===== config.mk =====
export PLATFORM = sky130hd
export DESIGN_NAME = serial_addsub_ctrl
export DESIGN_NICKNAME = d
export VERILOG_FILES = /design/src/rtl/serial_addsub_ctrl_pkg.sv /design/src/rtl/serial_addsub_ctrl_nibble_addsub.sv /design/src/rtl/serial_addsub_ctrl.sv
export SDC_FILE = /design/constraint.sdc
export NUM_CORES = 1
export LEC_CHECK = 0
export BUFFER_PORTS_ARGS = -buffer_cell sky130_fd_sc_hd__buf_2
export CAP_MARGIN = 10
export CORE_MARGIN = 3
export CORE_UTILIZATION = 54
export CTS_CLUSTER_SIZE = 24
export DETAILED_ROUTE_END_ITERATION = 8
export HOLD_SLACK_MARGIN = 0.05
export PLACE_DENSITY = 0.89
export SYNTH_ARGS = -nofsm -noshare
export SYNTH_HDL_FRONTEND = slang
export SYNTH_SLANG_ARGS = --single-unit

===== constraint.sdc =====
create_clock -name clk -period 2 [get_ports clk]
set_input_delay 0.2 -clock clk [delete_from_list [all_inputs] [get_ports clk]]
set_output_delay 0.2 -clock clk [all_outputs]
set_load 0.005 [all_outputs]

===== src/rtl/serial_addsub_ctrl_pkg.sv =====
// addsub_pkg: shared types and constants for the serial add/subtract sequencer.
//   state_e  : sequencer states (IDLE, RUN, DONE), 2-bit encoding
//   NIBBLE_W : width of the shared arithmetic slice
package addsub_pkg;

  localparam int NIBBLE_W = 4;

  typedef enum logic [1:0] {
    IDLE = 2'd0,
    RUN  = 2'd1,
    DONE = 2'd2
  } state_e;

endpackage


===== src/rtl/serial_addsub_ctrl_nibble_addsub.sv =====
// nibble_addsub: combinational 4-bit add/subtract slice.
//   a, b : nibble operands
//   cin  : carry-in (inverted internally when sub=1)
//   sub  : 1 = a - b, 0 = a + b
//   s    : nibble sum/difference
//   cout : carry out of the nibble
module nibble_addsub
  import addsub_pkg::*;
(
  input  logic [NIBBLE_W-1:0] a,
  input  logic [NIBBLE_W-1:0] b,
  input  logic                cin,
  input  logic                sub,
  output logic [NIBBLE_W-1:0] s,
  output logic                cout
);

  logic [NIBBLE_W-1:0] b_eff;

  assign b_eff     = b ^ {NIBBLE_W{sub}};
  assign {cout, s} = {1'b0, a} + {1'b0, b_eff} + {{NIBBLE_W{1'b0}}, cin ^ sub};

endmodule


===== src/rtl/serial_addsub_ctrl.sv =====
// serial_addsub_ctrl: runs a WIDTH-bit add/subtract through a single 4-bit
// slice, one nibble per clock, LSB nibble first, with a registered carry.
//   clk, rst_n          : clock, asynchronous active-low reset
//   in_valid / in_ready : operand handshake (ready only in IDLE)
//   op_a, op_b          : operands
//   op_sub, op_cin      : 1 = A - B; carry-in (inverted when subtracting)
//   out_valid/out_ready : result handshake (valid only in DONE)
//   result, cout, ovf   : sum/difference, MSB carry, two's-complement overflow
module serial_addsub_ctrl
  import addsub_pkg::*;
#(
  parameter int WIDTH = 16
) (
  input  logic             clk,
  input  logic             rst_n,
  input  logic             in_valid,
  output logic             in_ready,
  input  logic [WIDTH-1:0] op_a,
  input  logic [WIDTH-1:0] op_b,
  input  logic             op_sub,
  input  logic             op_cin,
  output logic             out_valid,
  input  logic             out_ready,
  output logic [WIDTH-1:0] result,
  output logic             cout,
  output logic             ovf
);

  localparam int NIB   = WIDTH / NIBBLE_W;
  localparam int IDX_W = (NIB > 1) ? $clog2(NIB) : 1;
  localparam logic [IDX_W-1:0] IDX_LAST = IDX_W'(NIB - 1);

  state_e             state_q,     state_d;
  logic               in_ready_q,  in_ready_d;
  logic               out_valid_q, out_valid_d;
  logic [WIDTH-1:0]   a_sh_q,      a_sh_d;
  logic [WIDTH-1:0]   b_sh_q,      b_sh_d;     // already inverted for subtract
  logic               a_msb_q,     a_msb_d;
  logic               b_msb_q,     b_msb_d;    // MSB of effective B
  logic               carry_q,     carry_d;
  logic [IDX_W-1:0]   idx_q,       idx_d;
  logic [WIDTH-1:0]   result_q,    result_d;
  logic               cout_q,      cout_d;
  logic               ovf_q,       ovf_d;

  logic [NIBBLE_W-1:0] slice_s;
  logic                slice_cout;
  logic                accept;
  logic                running;

  // B and carry-in are pre-inverted at capture, so the slice always adds.
  nibble_addsub u_slice (
    .a    (a_sh_q[NIBBLE_W-1:0]),
    .b    (b_sh_q[NIBBLE_W-1:0]),
    .cin  (carry_q),
    .sub  (1'b0),
    .s    (slice_s),
    .cout (slice_cout)
  );

  // in_ready_q stays low during reset and the first cycle after it, so it
  // gates acceptance in addition to the IDLE state.
  assign accept  = (state_q == IDLE) && in_ready_q && in_valid;
  assign running = (state_q == RUN);

  // Each result nibble is cleared on accept and written only in its own RUN cycle.
  for (genvar gi = 0; gi < NIB; gi++) begin : g_res_nib
    assign result_d[gi*NIBBLE_W +: NIBBLE_W] =
        accept                           ? '0      :
        (running && idx_q == IDX_W'(gi)) ? slice_s :
                                           result_q[gi*NIBBLE_W +: NIBBLE_W];
  end

  always_comb begin
    state_d     = state_q;
    in_ready_d  = in_ready_q;
    out_valid_d = out_valid_q;
    a_sh_d      = a_sh_q;
    b_sh_d      = b_sh_q;
    a_msb_d     = a_msb_q;
    b_msb_d     = b_msb_q;
    carry_d     = carry_q;
    idx_d       = idx_q;
    cout_d      = cout_q;
    ovf_d       = ovf_q;
    case (state_q)
      IDLE: begin
        if (accept) begin
          a_sh_d     = op_a;
          b_sh_d     = op_b ^ {WIDTH{op_sub}};
          a_msb_d    = op_a[WIDTH-1];
          b_msb_d    = op_b[WIDTH-1] ^ op_sub;
          carry_d    = op_cin ^ op_sub;
          idx_d      = '0;
          in_ready_d = 1'b0;
          state_d    = RUN;
        end else begin
          in_ready_d = 1'b1;
        end
      end
      RUN: begin
        // Operands shift down so the slice always sees the current nibble at [3:0].
        a_sh_d  = a_sh_q >> NIBBLE_W;
        b_sh_d  = b_sh_q >> NIBBLE_W;
        carry_d = slice_cout;
        idx_d   = idx_q + IDX_W'(1);
        if (idx_q == IDX_LAST) begin
          idx_d       = '0;
          cout_d      = slice_cout;
          ovf_d       = (a_msb_q == b_msb_q) && (slice_s[NIBBLE_W-1] != a_msb_q);
          out_valid_d = 1'b1;
          state_d     = DONE;
        end
      end
      DONE: begin
        if (out_ready) begin
          out_valid_d = 1'b0;
          in_ready_d  = 1'b1;
          state_d     = IDLE;
        end
      end
      default: begin
        in_ready_d  = 1'b0;
        out_valid_d = 1'b0;
        state_d     = IDLE;
      end
    endcase
  end

  always_ff @(posedge clk or negedge rst_n) begin
    if (!rst_n) begin
      state_q     <= IDLE;
      in_ready_q  <= 1'b0;
      out_valid_q <= 1'b0;
      a_sh_q      <= '0;
      b_sh_q      <= '0;
      a_msb_q     <= 1'b0;
      b_msb_q     <= 1'b0;
      carry_q     <= 1'b0;
      idx_q       <= '0;
      result_q    <= '0;
      cout_q      <= 1'b0;
      ovf_q       <= 1'b0;
    end else begin
      state_q     <= state_d;
      in_ready_q  <= in_ready_d;
      out_valid_q <= out_valid_d;
      a_sh_q      <= a_sh_d;
      b_sh_q      <= b_sh_d;
      a_msb_q     <= a_msb_d;
      b_msb_q     <= b_msb_d;
      carry_q     <= carry_d;
      idx_q       <= idx_d;
      result_q    <= result_d;
      cout_q      <= cout_d;
      ovf_q       <= ovf_d;
    end
  end

  assign in_ready  = in_ready_q;
  assign out_valid = out_valid_q;
  assign result    = result_q;
  assign cout      = cout_q;
  assign ovf       = ovf_q;

endmodule

==> results.yml, run 1 <==
worst_hold_path:
  whs_path_depth: 3
  hold_class: "input port to flip-flop"
  holdCritStartpoint: "op_a[15]"
  min_to: "a_sh_q[15]"
synthesis:
  synthCells: 276
  synth-async-reset-ratio_pct: 100
  ys.flop_type: "dfrtp_1"
  syn_avg_cell_area_sq_um: 10.1
  yosysWarnings: 0
  syn-num-nets: 323
  synth_edf_count: 0
  synth-seq-area-share_pct: 53.1
  yosysUniqueCellTypes: 34
  netlist_area_sq_um: 2780
  synth_seq_cells: 59
clocking:
  cts_root_buf: "clkbuf_8"
  clockBufferDepth: 2
  path_clk_slew_ns: 0.06
  cts_setup_buffers: 0
  cts_tree: "done"
  cts_made_buffers: 9
  htreeDepth: 3
  cts.sinks: 59
  insertion_delay_ns: 0.34
pwr:
  total_power_mw: 5.15
  power.density_nw_per_um2: 1570
  vdd_drop_max_v: 0.000788
  p_leak_nw: 1.63
timing:
  fin_skew_ns: 0.00590
  fin_crit_ns: 1.94
  worstMarginPinSlew_ns: 0.586
  final_max_slew_viol_count: 0
  finalSetupTns_ns: 0
  finalHoldViolations: 0
  layout_worst_path_cycle_share_pct: 97.2
  worst_hold_slack_ns: 0.0817
  max_freq_ghz: 0.514
  rsz0062_at_grt: "false"
  final-setup-viol-count: 0
  relSlewSlack_pct: 60.9
drt:
  wl_per_cell_um: 14.6
  dr_total_vias: 2226
  drc: 0
  ant_nets: 0
  drt_pre_antenna_iters: 5
  drt-total-wl_um: 5920
  viasPerCell: 5.48
  drt-initial-drc-count: 134
setup_path:
  criticalPathCategory: "flip-flop to flip-flop"
  startpoint_type: "flip-flop"
  crit_chain: "fa_1 -> inv_1 -> fa_2 -> or2_2 -> a21oi_1"
  max_stage_delay_ns: 0.47
  rr_startpoint: "a_sh_q[0]"
  path_delay_family: "adder cells"
  crit_buf_inv: 1
  ff2ff_path_depth: 5
  worstReg2RegEnd: "result[5]"
  end_kind: "flip-flop"
  cpMaxStageDelayCell: "fa_2"
  arrival_ns: 2.21
  required_ns: 2.26
  critPathMaxFanout: 4
  reg2reg_slack_ns: 0.06
floorplanning:
  die_y_um: 77.8
  row_count: 25
  start_util_pct: 57.4
  io_pins: 58
  die_w_um: 77.8
  coreArea_sq_um: 4850
  fp.dieArea_sq_um: 6050
placed_design:
  io_buffers: 57
  gp_congestion: 0.796
  dp_hpwl_um: 4180
  dp.cells: 390
  dpl_cell_area_sq_um: 3100
layout:
  antenna_cells: 0
  final_cell_mix: "nand2_1 (59), dfrtp_1 (59), buf_2 (57)"
  design_area_sq_um: 3290
  layout-drive-gt1-share_pct: 26.5
  area_delta_synth_final_pct: 18.3
  final_nets: 382
  stdcell_count: 406
global_routing:
  antenna_found_initial: 0
  first_global_vias: 2112
  grt_usage_pct: 21.3
  grt_pass1_wl_um: 9890
  grt_max_degree: 30
  grt_overflow: 0
flow_run:
  maxCapViolations: 0
outcome:
  status: "completed"
[per-layer routing]
| layer | vias up | GRT usage, % | share of wire [%] | wire, um |
|---|---|---|---|---|
| li1 | 1069 | - | - | - |
| met1 | 1083 | 27.2 | 42 | 2490 |
| met2 | 59 | 33.0 | 50 | 2950 |
| met3 | 15 | 4.76 | 6.2 | 367 |
| met4 | 0 | 12.6 | 1.9 | 112 |
| met5 | - | 0 | 0 | 0 |
[through the flow]
stage                     worst slack, ns  util (%)
after global routing              0.00138      67.9
after CTS                          0.0688      67.8
after detailed placement           0.0991      63.9
final                              0.0561      67.9
after floorplan                     0.219         -
after global placement              0.156      63.9
[worst min-delay path: stages]
cell     delay (ns)
buf_2          0.07
nand2_1        0.06
nand2_1        0.05
[worst max path at each step]
stage | from | endpoint | slack [ns] | cells past startpoint
2_1_floorplan | a_sh_q[0] | result[1] | 0.22 | 5
6_report | a_sh_q[0] | result[5] | 0.06 | 5
3_5_place_dp | a_sh_q[0] | result[5] | 0.1 | 5
4_1_cts | a_sh_q[0] | result[5] | 0.07 | 5
5_1_grt | a_sh_q[0] | result[5] | 0.001 | 5
3_3_place_gp | a_sh_q[0] | result[9] | 0.16 | 5
[synth_stat cells (3+ instances only)]
library cell	count	share of area [%]
a21oi_1	20	3.6
a221o_1	9	3.2
a221o_2	4	1.6
a22oi_1	12	3.2
buf_2	5	0.90
buf_4	4	1.1
clkbuf_1	6	0.81
dfrtp_1	59	53
ha_1	7	3.1
inv_1	7	0.94
nand2_1	59	8.0
nand3_1	16	2.9
nor2_1	14	1.9
o21ai_0	9	1.6
o21ai_1	3	0.54
or2_2	5	1.1
xnor2_1	16	5.0
[state kept, by name (all words and copies together) (netlist names)]
signal     flops
a_msb_q        1
out_valid      1
b_sh_q        16
carry_q        1
in_ready       1
cout           1
b_msb_q        1
state_q        2
a_sh_q        16
idx_q          2
result        16
ovf            1
[area by class of cell]
class / count / area (sq um)
clock buffers: 13 / 169
clock inverters: 2 / 10.0
fillers: 379 / 1560
inverters: 7 / 26.3
multi-input cells: 193 / 1180
flip-flops and latches: 59 / 1480
well taps: 67 / 83.8
repair buffers: 65 / 348
[cell families (layout without fill, tap and decap cells)]
family                     Yosys count  after routing  synth area share (%)
and+or+nand+nor                    103            103                  16.4
AOI/OAI and AO/OA                   63             63                  15.6
DFF                                 59             59                  53.1
buffers and inverters               24             87                  4.68
xor gates and xnor gates            18             18                  5.67
adders and majority gates            9              9                  4.59
[what timing repair did]
item                                    CTS  global route
resized for setup                         0             1
hold buffers                              1             0
endpoints found under the setup margin    0             2
endpoints found under the hold margin    21             0
[power by group]
part	total (mW)	internal, mW	switching [mW]	leakage, nW
Sequential	1.98	1.68	0.302	0.762
Combinational	2.19	0.903	1.29	0.772
Clock	0.979	0.540	0.439	0.0953
Total	5.15	3.12	2.03	1.63
(Power assumes the default switching activity.)
==> run 2: changes to the inputs <==
==> constraint.sdc (replaced) <==
create_clock -name clk -period 2 [get_ports clk]
set_input_delay 0.4 -clock clk [delete_from_list [all_inputs] [get_ports clk]]
set_output_delay 0.4 -clock clk [all_outputs]
set_load 0.005 [all_outputs]
==> results.yml, run 2 (synthesized netlist as in run 1, its figures left out) <==
timing:
  worstMarginPinSlew_ns: 0.585
  fin_crit_ns: 1.91
  final_max_slew_viol_count: 0
  max_freq_ghz: 0.523
  final-setup-viol-count: 0
  finalSetupTns_ns: 0
  layout_worst_path_cycle_share_pct: 95.7
  layout_setup_ws_ns: 0.0865
  rsz0062_at_grt: "false"
  relSlewSlack_pct: 60.9
  finalHoldViolations: 0
  fin_skew_ns: 0.00460
placed_design:
  dp_hpwl_um: 4030
  io_buffers: 57
  pre_cts_ws_ns: 0.108
  gp_congestion: 0.789
setup_path:
  criticalPathCategory: "flip-flop to flip-flop"
  endpoint: "ovf"
  reg2reg_slack_ns: 0.09
  rr_startpoint: "b_sh_q[2]"
  critPathMaxFanout: 4
  end_kind: "flip-flop"
  startpoint_type: "flip-flop"
  ff2ff_path_depth: 5
  arrival_ns: 2.17
  crit_path_start: "b_sh_q[2]"
  worstReg2RegEnd: "ovf"
  required_ns: 2.26
drt:
  wl_per_cell_um: 14.1
  drt-initial-drc-count: 93
  ant_nets: 0
  drt_pre_antenna_iters: 4
  drt-total-wl_um: 5700
  viasPerCell: 5.39
  dr_total_vias: 2184
  drc: 0
clocking:
  cts_root_buf: "clkbuf_8"
  cts_tree: "done"
  cts.sinks: 59
  cts_made_buffers: 9
  cts_setup_buffers: 0
  path_clk_slew_ns: 0.06
  insertion_delay_ns: 0.34
  htreeDepth: 3
  clockBufferDepth: 2
floorplanning:
  row_count: 25
  fp.dieArea_sq_um: 6050
  io_pins: 58
  die_w_um: 77.8
  start_util_pct: 57.4
  coreArea_sq_um: 4850
  die_y_um: 77.8
pwr:
  power_frac_clock_pct: 19.9
  power.density_nw_per_um2: 1570
  p_leak_nw: 1.64
  intPower_mw: 3.20
  seqPwrFrac_pct: 37.9
  vdd_drop_max_v: 0.000889
  power.net_switching_mw: 2.02
  switching_share_pct: 38.7
  pwr-share-comb_pct: 42.2
layout:
  final_nets: 381
  layout-drive-gt1-share_pct: 27.5
  area_delta_synth_final_pct: 19.4
  antenna_cells: 0
  final_cell_mix: "nand2_1 (59), dfrtp_1 (59), buf_2 (57)"
global_routing:
  use_met1_pct: 25.7
  gr-usage-met2_pct: 33.2
  antenna_found_initial: 0
  busiest_layer: "met2"
  grt_overflow: 0
  grt_max_degree: 30
  first_global_vias: 2158
  met3_usage_pct: 7.19
  grt_usage_pct: 20.6
  grt_pass1_wl_um: 9690
flow_run:
  maxCapViolations: 0
outcome:
  status: "completed"
worst_hold_path:
  hold_class: "input port to async pin"
==> run 2: cell types whose count changed in the layout (fill, tap and decap cells not counted) <==
cell,change
a41oi_1,-1
fa_2,+1
clkinv_2,-1
buf_12,+1
buf_4,-1
clkbuf_8,+2
clkbuf_1,-1
fa_1,-1
a41oi_2,+1
dlygate4sd3_1,-1
==> run 2: worst max-delay path, cell delays in order (launching register included) <==
cell,delay [ns]
dfrtp_1,0.40
ha_1,0.34
a21oi_1,0.22
a21oi_1,0.14
or4_1,0.51
a41oi_2,0.22
==> run 2: timing repair <==
| item | 4_1_cts | 5_1_grt |
|---|---|---|
| gates resized for setup | 0 | 3 |
| endpoints found under the setup margin | 0 | 4 |
| hold buffers | 0 | 0 |
| hold endpoints to repair | 0 | 0 |
==> run 2: layout make-up <==
class	instances	area, sq um
Tap cell	67	83.8
Sequential cell	59	1480
Fill cell	380	1530
Multi-Input combinational cell	193	1190
Clock buffer	14	193
Clock inverter	1	5.00
Inverter	7	26.3
Timing Repair Buffer	64	350
==> run 2: layer usage <==
| layer | up-vias | wire [um] | share of wire [%] |
|---|---|---|---|
| met5 | - | 0 | 0 |
| met4 | 0 | 72 | 1.3 |
| met3 | 9 | 424 | 7.4 |
| met2 | 68 | 2880 | 50 |
| met1 | 1039 | 2330 | 41 |
| li1 | 1068 | - | - |
==> run 2: worst min-delay path by stage <==
stage	to	slack (ns)	cells past startpoint
after floorplan	a_msb_q	0.10	0
after global placement	b_sh_q[15]	0.43	1
after detailed placement	b_sh_q[15]	0.44	1
after CTS	a_sh_q[10]	0.07	1
after global routing	b_sh_q[15]	0.08	1
final	carry_q	0.06	1
==> run 2: power groups by stage <==
stage                     sequential (mW)  clock [mW]  combinational, mW
after floorplan                      1.93           0               1.62
after global placement               1.97           0               2.09
after detailed placement             1.99           0               2.16
after CTS                            1.97        1.06               2.18
after global routing                 2.03        1.12               2.48
final                                1.98        1.04               2.20
==> run 2: stage by stage <==
stage	cells	cell area, sq um	hold WS [ns]	power, mW	utilization, %
after CTS	405	3310	0.0670	5.21	68.3
after global placement	390	3110	0.430	4.06	64.2
after detailed placement	390	3110	0.435	4.15	64.2
after floorplan	276	2780	0.104	3.55	-
final	405	3320	0.0584	5.22	68.5
after global routing	405	3320	0.0815	5.62	68.5
